===== src/rtl/router_output_channel.sv =====
// Output channel stage of one ring-router port: even/odd VC packet buffers.
// The write VC takes the arbitration winner; the opposite VC drives the link.
module router_output_channel #(
  parameter int unsigned DATA_W    = 64,
  parameter int unsigned HOP_LSB   = 48,
  parameter int unsigned HOP_W     = 8,
  parameter bit          HOP_SHIFT = 1'b1
) (
  input  logic              clk,
  input  logic              reset,
  input  logic              polarity,
  input  logic              win0,
  input  logic              win1,
  input  logic [DATA_W-1:0] in0_data,
  input  logic [DATA_W-1:0] in1_data,
  output logic              wr_empty,
  output logic              empty_even,
  output logic              empty_odd,
  input  logic              ri,
  output logic              so,
  output logic [DATA_W-1:0] do_data,
  output logic              err
);

  logic              full_even_q, full_even_d;
  logic              full_odd_q, full_odd_d;
  logic [DATA_W-1:0] buf_even_q, buf_even_d;
  logic [DATA_W-1:0] buf_odd_q, buf_odd_d;
  logic              err_q, err_d;

  logic              win_any;
  logic              wr_full;
  logic              wr_en;
  logic              send_full;
  logic [DATA_W-1:0] sel_data;
  logic [DATA_W-1:0] wr_data;

  always_comb begin
    win_any   = win0 | win1;
    // polarity=0 writes even / sends odd; polarity=1 the reverse
    wr_full   = polarity ? full_odd_q : full_even_q;
    send_full = polarity ? full_even_q : full_odd_q;
    wr_en     = win_any & ~wr_full;

    sel_data = win0 ? in0_data : in1_data;
    wr_data  = sel_data;
    if (HOP_SHIFT) begin
      wr_data[HOP_LSB +: HOP_W] = sel_data[HOP_LSB +: HOP_W] >> 1;
    end

    so      = send_full & ri;
    do_data = '0;
    if (so) begin
      do_data = polarity ? buf_even_q : buf_odd_q;
    end

    wr_empty   = ~wr_full;
    empty_even = ~full_even_q;
    empty_odd  = ~full_odd_q;
    err        = err_q;
  end

  always_comb begin
    full_even_d = full_even_q;
    full_odd_d  = full_odd_q;
    buf_even_d  = buf_even_q;
    buf_odd_d   = buf_odd_q;
    err_d       = err_q | (win0 & win1) | (win_any & wr_full);

    if (polarity) begin
      if (wr_en) begin
        full_odd_d = 1'b1;
        buf_odd_d  = wr_data;
      end
      if (so) begin
        full_even_d = 1'b0;
      end
    end else begin
      if (wr_en) begin
        full_even_d = 1'b1;
        buf_even_d  = wr_data;
      end
      if (so) begin
        full_odd_d = 1'b0;
      end
    end
  end

  always_ff @(posedge clk) begin
    if (reset) begin
      full_even_q <= 1'b0;
      full_odd_q  <= 1'b0;
      buf_even_q  <= '0;
      buf_odd_q   <= '0;
      err_q       <= 1'b0;
    end else begin
      full_even_q <= full_even_d;
      full_odd_q  <= full_odd_d;
      buf_even_q  <= buf_even_d;
      buf_odd_q   <= buf_odd_d;
      err_q       <= err_d;
    end
  end

endmodule


===== config.mk =====
export PLATFORM = sky130hd
export DESIGN_NAME = router_output_channel
export DESIGN_NICKNAME = d
export VERILOG_FILES = /design/src/rtl/router_output_channel.sv
export SDC_FILE = /design/constraint.sdc
export NUM_CORES = 1
export LEC_CHECK = 0
export ABC_AREA = 1
export CAP_MARGIN = 20
export CORE_ASPECT_RATIO = 0.6
export CORE_MARGIN = 2
export CORE_UTILIZATION = 52
export CTS_BUF_LIST = sky130_fd_sc_hd__clkbuf_8 sky130_fd_sc_hd__clkbuf_16
export CTS_CLUSTER_SIZE = 12
export DETAILED_ROUTE_END_ITERATION = 10
export PLACE_DENSITY = 0.93
export RECOVER_POWER = 100
export SYNTH_ARGS = -nofsm -noshare
export SYNTH_HDL_FRONTEND = slang
export SYNTH_SLANG_ARGS = --single-unit

===== constraint.sdc =====
create_clock -name clk -period 2.7 [get_ports clk]
set_clock_uncertainty 0.05 [all_clocks]
set_input_delay 0.27 -clock clk [delete_from_list [all_inputs] [get_ports clk]]
set_output_delay 0.27 -clock clk [all_outputs]
set_load 0.01 [all_outputs]

==> results of run 1 <==
[cell usage after synthesis]
library cell | count | share of area [%]
clkbuf_1 | 29 | 1.6
nor2_1 | 256 | 14
nor2_4 | 2 | 0.33
buf_1 | 13 | 0.71
buf_4 | 8 | 0.87
inv_2 | 3 | 0.16
nor2_2 | 1 | 0.091
conb_1 | 1 | 0.054
inv_1 | 131 | 7.1
o21ai_1 | 1 | 0.072
a21oi_1 | 67 | 4.9
dfxtp_1 | 129 | 37
nand2_1 | 575 | 31
buf_2 | 23 | 1.7
[routing by layer]
layer / global-route usage [%] / wire (um) / up-vias
met5: 0 / 0 / -
met4: 7.253 / 164 / 0
met3: 6.534 / 1506 / 14
met2: 45.96 / 8633 / 253
met1: 34.21 / 8297 / 3206
li1: - / - / 3924
[path summary, 6_finish.rpt]
kind / startpoint / endpoint / slack [ps] / depth (start not counted)
setup / recovery: full_odd_q / do_data[3] / 210 / 6
setup reg to reg: full_odd_q / buf_odd_q[54] / 820 / 7
hold / removal: polarity / full_even_q / 260 / 4
hold reg to reg: buf_odd_q[12] / buf_odd_q[12] / 430 / 2
[area by class of cell]
| class | instances | area share, % |
|---|---|---|
| multi-input cells | 903 | 36.70 |
| flip-flops and latches | 129 | 27.18 |
| repair buffers | 216 | 22.27 |
| inverters | 134 | 5.308 |
| clock buffers | 19 | 4.768 |
| well taps | 170 | 2.239 |
| clock inverters | 13 | 1.528 |
[flip-flops by register name, indices dropped and copies added, names as in the netlist]
name         flops
buf_even_q      63
err              1
full_even_q      1
buf_odd_q       63
full_odd_q       1
[logic make-up (layout without fill, tap and decap cells)]
group | count (synthesis) | in the layout
flops | 129 | 129
compound gates | 68 | 68
simple gates | 834 | 834
buf+inv | 207 | 382
other cells | 1 | 1
[layout by cell type (no fill, tap or decap)]
| master | instances |
|---|---|
| clkdlybuf4s50_1 | 132 |
| o21ai_1 | 1 |
| buf_2 | 1 |
| nand2_2 | 1 |
| nor2_2 | 1 |
| dlygate4sd3_1 | 65 |
| clkinv_2 | 5 |
| nand2_1 | 574 |
| bufinv_16 | 3 |
| buf_4 | 12 |
| nor2_4 | 1 |
| inv_2 | 1 |
| dfxtp_1 | 129 |
| clkbuf_1 | 1 |
| clkbuf_16 | 17 |
| clkinvlp_4 | 2 |
| clkinv_4 | 1 |
| a21oi_1 | 67 |
| buf_12 | 1 |
| clkbuf_8 | 2 |
| inv_1 | 135 |
| clkbuf_2 | 2 |
| nor2_1 | 257 |
| clkbuf_4 | 2 |
| conb_1 | 1 |
[stage by stage]
step | setup WS, ps | hold WS, ps | cells | power (uW) | utilization [%]
2_1_floorplan | 1266 | 289.1 | 1239 | 2800 | -
3_3_place_gp | 482.2 | 411.2 | 1552 | 3147 | 69.35
3_5_place_dp | 494.3 | 420.9 | 1552 | 3183 | 69.35
4_1_cts | 263.1 | 204.5 | 1584 | 5492 | 73.99
5_1_grt | 87.54 | 308.0 | 1584 | 5715 | 73.69
6_report | 213.7 | 259.1 | 1584 | 5447 | 73.69
[worst min-delay path, stage by stage]
cell      delay, ps
clkbuf_1        140
a21oi_1         150
nor2_1           50
nor2_1           70
[power groups by stage]
stage          logic [uW]  registers, uW  clock network, uW
4_1_cts               991           2170               2340
3_3_place_gp          954           2190                  0
3_5_place_dp          980           2200                  0
2_1_floorplan         616           2180                  0
6_report              970           2160               2310
5_1_grt              1110           2180               2420
==> results.sh, run 1 <==
export IMPL_end_kind="output pin"
export IMPL_slew_violations=0
export IMPL_yosysSeqAreaShare_pct=37.37
export IMPL_power_frac_comb_pct=17.8
export IMPL_switchingPower_uw=1452
export IMPL_multi_input_area_um2=3487
export IMPL_outcome="finished clean"
export IMPL_criticalPathCategory="flop to output pin"
export IMPL_die_area_um2=14260
export IMPL_ios=203
export IMPL_worstPathMaxFanout=42
export IMPL_cts_max_level=4
export IMPL_finalHoldViolCount=0
export IMPL_rows=32
export IMPL_wl_um=18600
export IMPL_drc=0
export IMPL_synth_compound_area_share_pct=4.925
export IMPL_grt_pass1_wl_um=31240
export IMPL_path_cells="inv_1, o21ai_1, nand2_2, buf_12, a21oi_1, dlygate4sd3_1"
export IMPL_drive_above_1_share_pct=3.678
export IMPL_required_ps=2380
export IMPL_fmaxAchievable_mhz=402.2
export IMPL_fin_area_um2=9500
export IMPL_clockPowerShare_pct=42.5
export IMPL_clk_latency_ps=400
export IMPL_n_antenna_cell=0
export IMPL_synth_avg_cell_area_um2=5.577
export IMPL_firstDrtPassIters=5
export IMPL_post_dp_cell_area_um2=8941
export IMPL_grt_pass1_vias=6665
export IMPL_max_cap_violations=0
export IMPL_synth_top_family_by_area="simple AND/OR/NAND/NOR gates"
export IMPL_syn_nets=1373
export IMPL_cts_hold_buffers=0
export IMPL_synthXorXnorAreaFrac_pct=0
export IMPL_vias=7397
export IMPL_critPathArrivalTime_ps=2170
export IMPL_yosys_warnings=0
export IMPL_ys_ff_latch=129
export IMPL_max_stage_delay_ps=660
export IMPL_grt_max_degree=79
export IMPL_crit_buf_inv=3
export IMPL_ir_drop_mv=0.5185
export IMPL_drt_iter0_markers=400
export IMPL_coreArea_um2=12890
export IMPL_die_w_um=152.8
export IMPL_p_per_area_nw_per_um2=573.4
export IMPL_nFillCells=1100
export IMPL_fin_nets=1535
export IMPL_path_clk_slew_ps=50
export IMPL_ctsResizeCount=0
export IMPL_cp_slowest_cell="dlygate4sd3_1"
export IMPL_pwr_share_seq_pct=39.7
export IMPL_finalSetupViolations=0
export IMPL_ant_nets=0
export IMPL_synthAdderAreaFrac_pct=0
export IMPL_hp_class="input port to flop"
export IMPL_p_leak_uw=0.004935
export IMPL_final_min_clock_period_ps=2486
export IMPL_switching_share_pct=26.66
export IMPL_ff_latch_area_um2=2582
export IMPL_routed_via_density=4.670
export IMPL_die_h_um=93.30
export IMPL_muxShareOfSynthArea_pct=0
export IMPL_gp_routability_congestion=0.8149
export IMPL_cts_sinks=129
export IMPL_crit_family="buffers and inverters"
export IMPL_start_util_pct=53.60
export IMPL_tns_ps=0
export IMPL_rsz0062_at_grt="no"
export IMPL_post_cts_buffers=0
export IMPL_wire_per_inst_um=11.74
export IMPL_synth_area_um2=6910
export IMPL_start_kind="flop"
export IMPL_synth_simple_area_share_pct=45.55
export IMPL_netlist_instances=1239
export IMPL_ys_types=14
export IMPL_detailed_place_hpwl_um=12400
export IMPL_root_buffer="clkbuf_16"
export IMPL_grtUsageTotal_pct=26.85
export IMPL_grt_overflow=0
export IMPL_cts_tree="yes"
export IMPL_slew_headroom_pct=34.40
export IMPL_io_buffers=199
export IMPL_syn_to_final_growth_pct=37.48
export IMPL_cts_buffers=17
export IMPL_p_int_uw=3995
export IMPL_antenna_found_initial=0
export IMPL_tightest_slew_ps=984.0
export IMPL_finalCritPeriodShare_pct=92.09
export IMPL_cts_buffer_depth=2
No activity file was read; power rests on OpenSTA's default activity.
==> run 2, diff against run 1 <==
--- a/config.mk
+++ b/config.mk
@@ -9,11 +9,12 @@
 export CAP_MARGIN = 20
 export CORE_ASPECT_RATIO = 0.6
 export CORE_MARGIN = 2
-export CORE_UTILIZATION = 52
+export CORE_UTILIZATION = 69
 export CTS_BUF_LIST = sky130_fd_sc_hd__clkbuf_8 sky130_fd_sc_hd__clkbuf_16
 export CTS_CLUSTER_SIZE = 12
 export DETAILED_ROUTE_END_ITERATION = 10
-export PLACE_DENSITY = 0.93
+export DONT_BUFFER_PORTS = 1
+export PLACE_DENSITY = 0.91
 export RECOVER_POWER = 100
 export SYNTH_ARGS = -nofsm -noshare
 export SYNTH_HDL_FRONTEND = slang
==> run 2 against run 1 <==
The run now ends with max-capacitance violations, max-slew violations left. Hold slack worse by 230 ps. Highest routed layer unchanged. First-iteration DRC count grew 13%. Largest power group unchanged. Sequential power about the same. Sequential cell count unchanged. Routed wire length is 16% lower. Global-route usage up 2.5 points. Non-clock buffer count fell by 204. Clock-buffer cell count did not move. Sequential share of layout area is 7.4 points higher. Register-to-register slack worse by 380 ps. Critical path depth fell by 1. Final area down 22%.
==> results.sh, run 2 (synthesis gave the netlist of run 1 again) <==
export IMPL_p_per_area_nw_per_um2=691.8
export IMPL_rsz0062_at_grt="no"
export IMPL_detailed_place_hpwl_um=9521
export IMPL_drc=0
export IMPL_grt_pass1_wl_um=25670
export IMPL_switchingPower_uw=1354
export IMPL_routed_via_density=4.951
export IMPL_finalHoldViolCount=0
export IMPL_hp_class="input port to flop"
export IMPL_path_cells="inv_1, o21ai_1, nand2_2, clkbuf_2, a21oi_1"
export IMPL_cts_max_level=4
export IMPL_power_frac_comb_pct=13.7
export IMPL_slew_headroom_pct=-0.5210
export IMPL_fmaxAchievable_mhz=416.9
export IMPL_ir_drop_mv=0.5816
export IMPL_max_stage_delay_ps=410
export IMPL_largestRegisters="buf_even_q: 63 flops, buf_odd_q: 63 flops"
export IMPL_fin_nets=1331
export IMPL_die_area_um2=10860
export IMPL_placed_cells=1312
export IMPL_p_total_uw=5159
export IMPL_wire_per_inst_um=11.60
export IMPL_outcome="finished with violations"
export IMPL_criticalPathCategory="flop to output pin"
export IMPL_grt_max_degree=80
export IMPL_max_cap_violations=1
export IMPL_tightest_slew_ps=1508
export IMPL_cts_hold_buffers=1
export IMPL_required_ps=2380
export IMPL_end_kind="output pin"
export IMPL_final_cells=1344
export IMPL_nFillCells=826
export IMPL_crit_buf_inv=2
export IMPL_tns_ps=0
export IMPL_slew_violations=66
export IMPL_root_buffer="clkbuf_16"
export IMPL_layout_commonest_cell="nand2_1"
export IMPL_clockPowerShare_pct=44.4
export IMPL_rows=28
export IMPL_cts_buffer_depth=2
export IMPL_drive_above_1_share_pct=3.805
export IMPL_utilization_pct=76.02
export IMPL_n_antenna_cell=0
export IMPL_post_cts_buffers=0
export IMPL_start_kind="flop"
export IMPL_antenna_found_initial=0
export IMPL_vias=6654
export IMPL_cts_buffers=17
export IMPL_critPathArrivalTime_ps=2080
export IMPL_die_h_um=81.52
export IMPL_cts_tree="yes"
export IMPL_finalSetupViolations=0
export IMPL_p_leak_uw=0.003955
export IMPL_cp_slowest_cell="a21oi_1"
export IMPL_grt_overflow=0
export IMPL_drt_iter0_markers=453
export IMPL_start_util_pct=70.45
export IMPL_violations="max-capacitance violations, max-slew violations"
export IMPL_pwr_share_seq_pct=41.9
export IMPL_ios=203
export IMPL_firstDrtPassIters=5
export IMPL_io_buffers=0
export IMPL_die_w_um=133.2
export IMPL_worstPathMaxFanout=18
export IMPL_cts_sinks=129
export IMPL_finalCritPeriodShare_pct=88.84
export IMPL_switching_share_pct=26.24
export IMPL_syn_to_final_growth_pct=7.912
export IMPL_crit_family="compound AO/OA/AOI/OAI gates"
export IMPL_path_clk_slew_ps=50
export IMPL_grt_pass1_vias=5834
export IMPL_grtUsageTotal_pct=29.39
export IMPL_wl_um=15580
export IMPL_final_min_clock_period_ps=2399
export IMPL_coreArea_um2=9809
export IMPL_ant_nets=0
export IMPL_clk_latency_ps=410
export IMPL_ctsResizeCount=0
export IMPL_p_int_uw=3805
export IMPL_final_cell_mix="nand2_1 (574), nor2_1 (257), inv_1 (133)"
export IMPL_gp_routability_congestion=0.7571
## run 2: power by group through the flow
| stage | Clock (uW) | Combinational [uW] | Sequential (uW) |
|---|---|---|---|
| 2_1_floorplan | 0 | 616 | 2180 |
| 3_3_place_gp | 0 | 678 | 2190 |
| 3_5_place_dp | 0 | 698 | 2200 |
| 4_1_cts | 2320 | 707 | 2160 |
| 5_1_grt | 2410 | 828 | 2180 |
| 6_report | 2290 | 707 | 2160 |
## run 2: layer usage
layer,global-route usage [%],vias to the layer above,share of wire (%)
li1,-,3522,-
met1,35.04,2884,44
met2,52.33,226,47
met3,7.037,22,7.4
met4,11.91,0,1.7
met5,0,-,0
## run 2: worst reg2reg max path: stages (launching register included)
cell and delay [ps]:
dfxtp_1 300, inv_1 160, nand2_1 80, nor2_1 850, buf_4 490, nand2_1 110
nand2_1 80, nor2_1 40
## run 2: worst paths after layout
| check | start | to | slack, ps | cells after the start |
|---|---|---|---|---|
| worst max-delay path | full_odd_q | do_data[40] | 300 | 5 |
| worst min-delay path | win0 | err | 30 | 2 |
| worst max register to register | full_odd_q | buf_odd_q[27] | 440 | 7 |
| worst min register to register | buf_odd_q[62] | buf_odd_q[62] | 430 | 2 |
## run 2: layout make-up
| cell class | instances | area [um^2] | share of cell area [%] |
|---|---|---|---|
| Timing Repair Buffer | 12 | 120.1 | 1.611 |
| Tap cell | 135 | 168.9 | 2.265 |
| Sequential cell | 129 | 2582 | 34.63 |
| Inverter | 134 | 504.2 | 6.762 |
| Clock buffer | 19 | 452.9 | 6.074 |
| Clock inverter | 12 | 141.4 | 1.896 |
| Multi-Input combinational cell | 903 | 3487 | 46.76 |
## run 2: stage by stage
stage          cell area (um^2)  setup slack [ps]  hold WS (ps)
6_report                   7457             301.2         31.20
3_5_place_dp               6870             892.2         295.5
3_3_place_gp               6870             905.0         290.8
4_1_cts                    7475             450.0         14.33
5_1_grt                    7457             187.9         37.58
2_1_floorplan              6910              1266         289.1
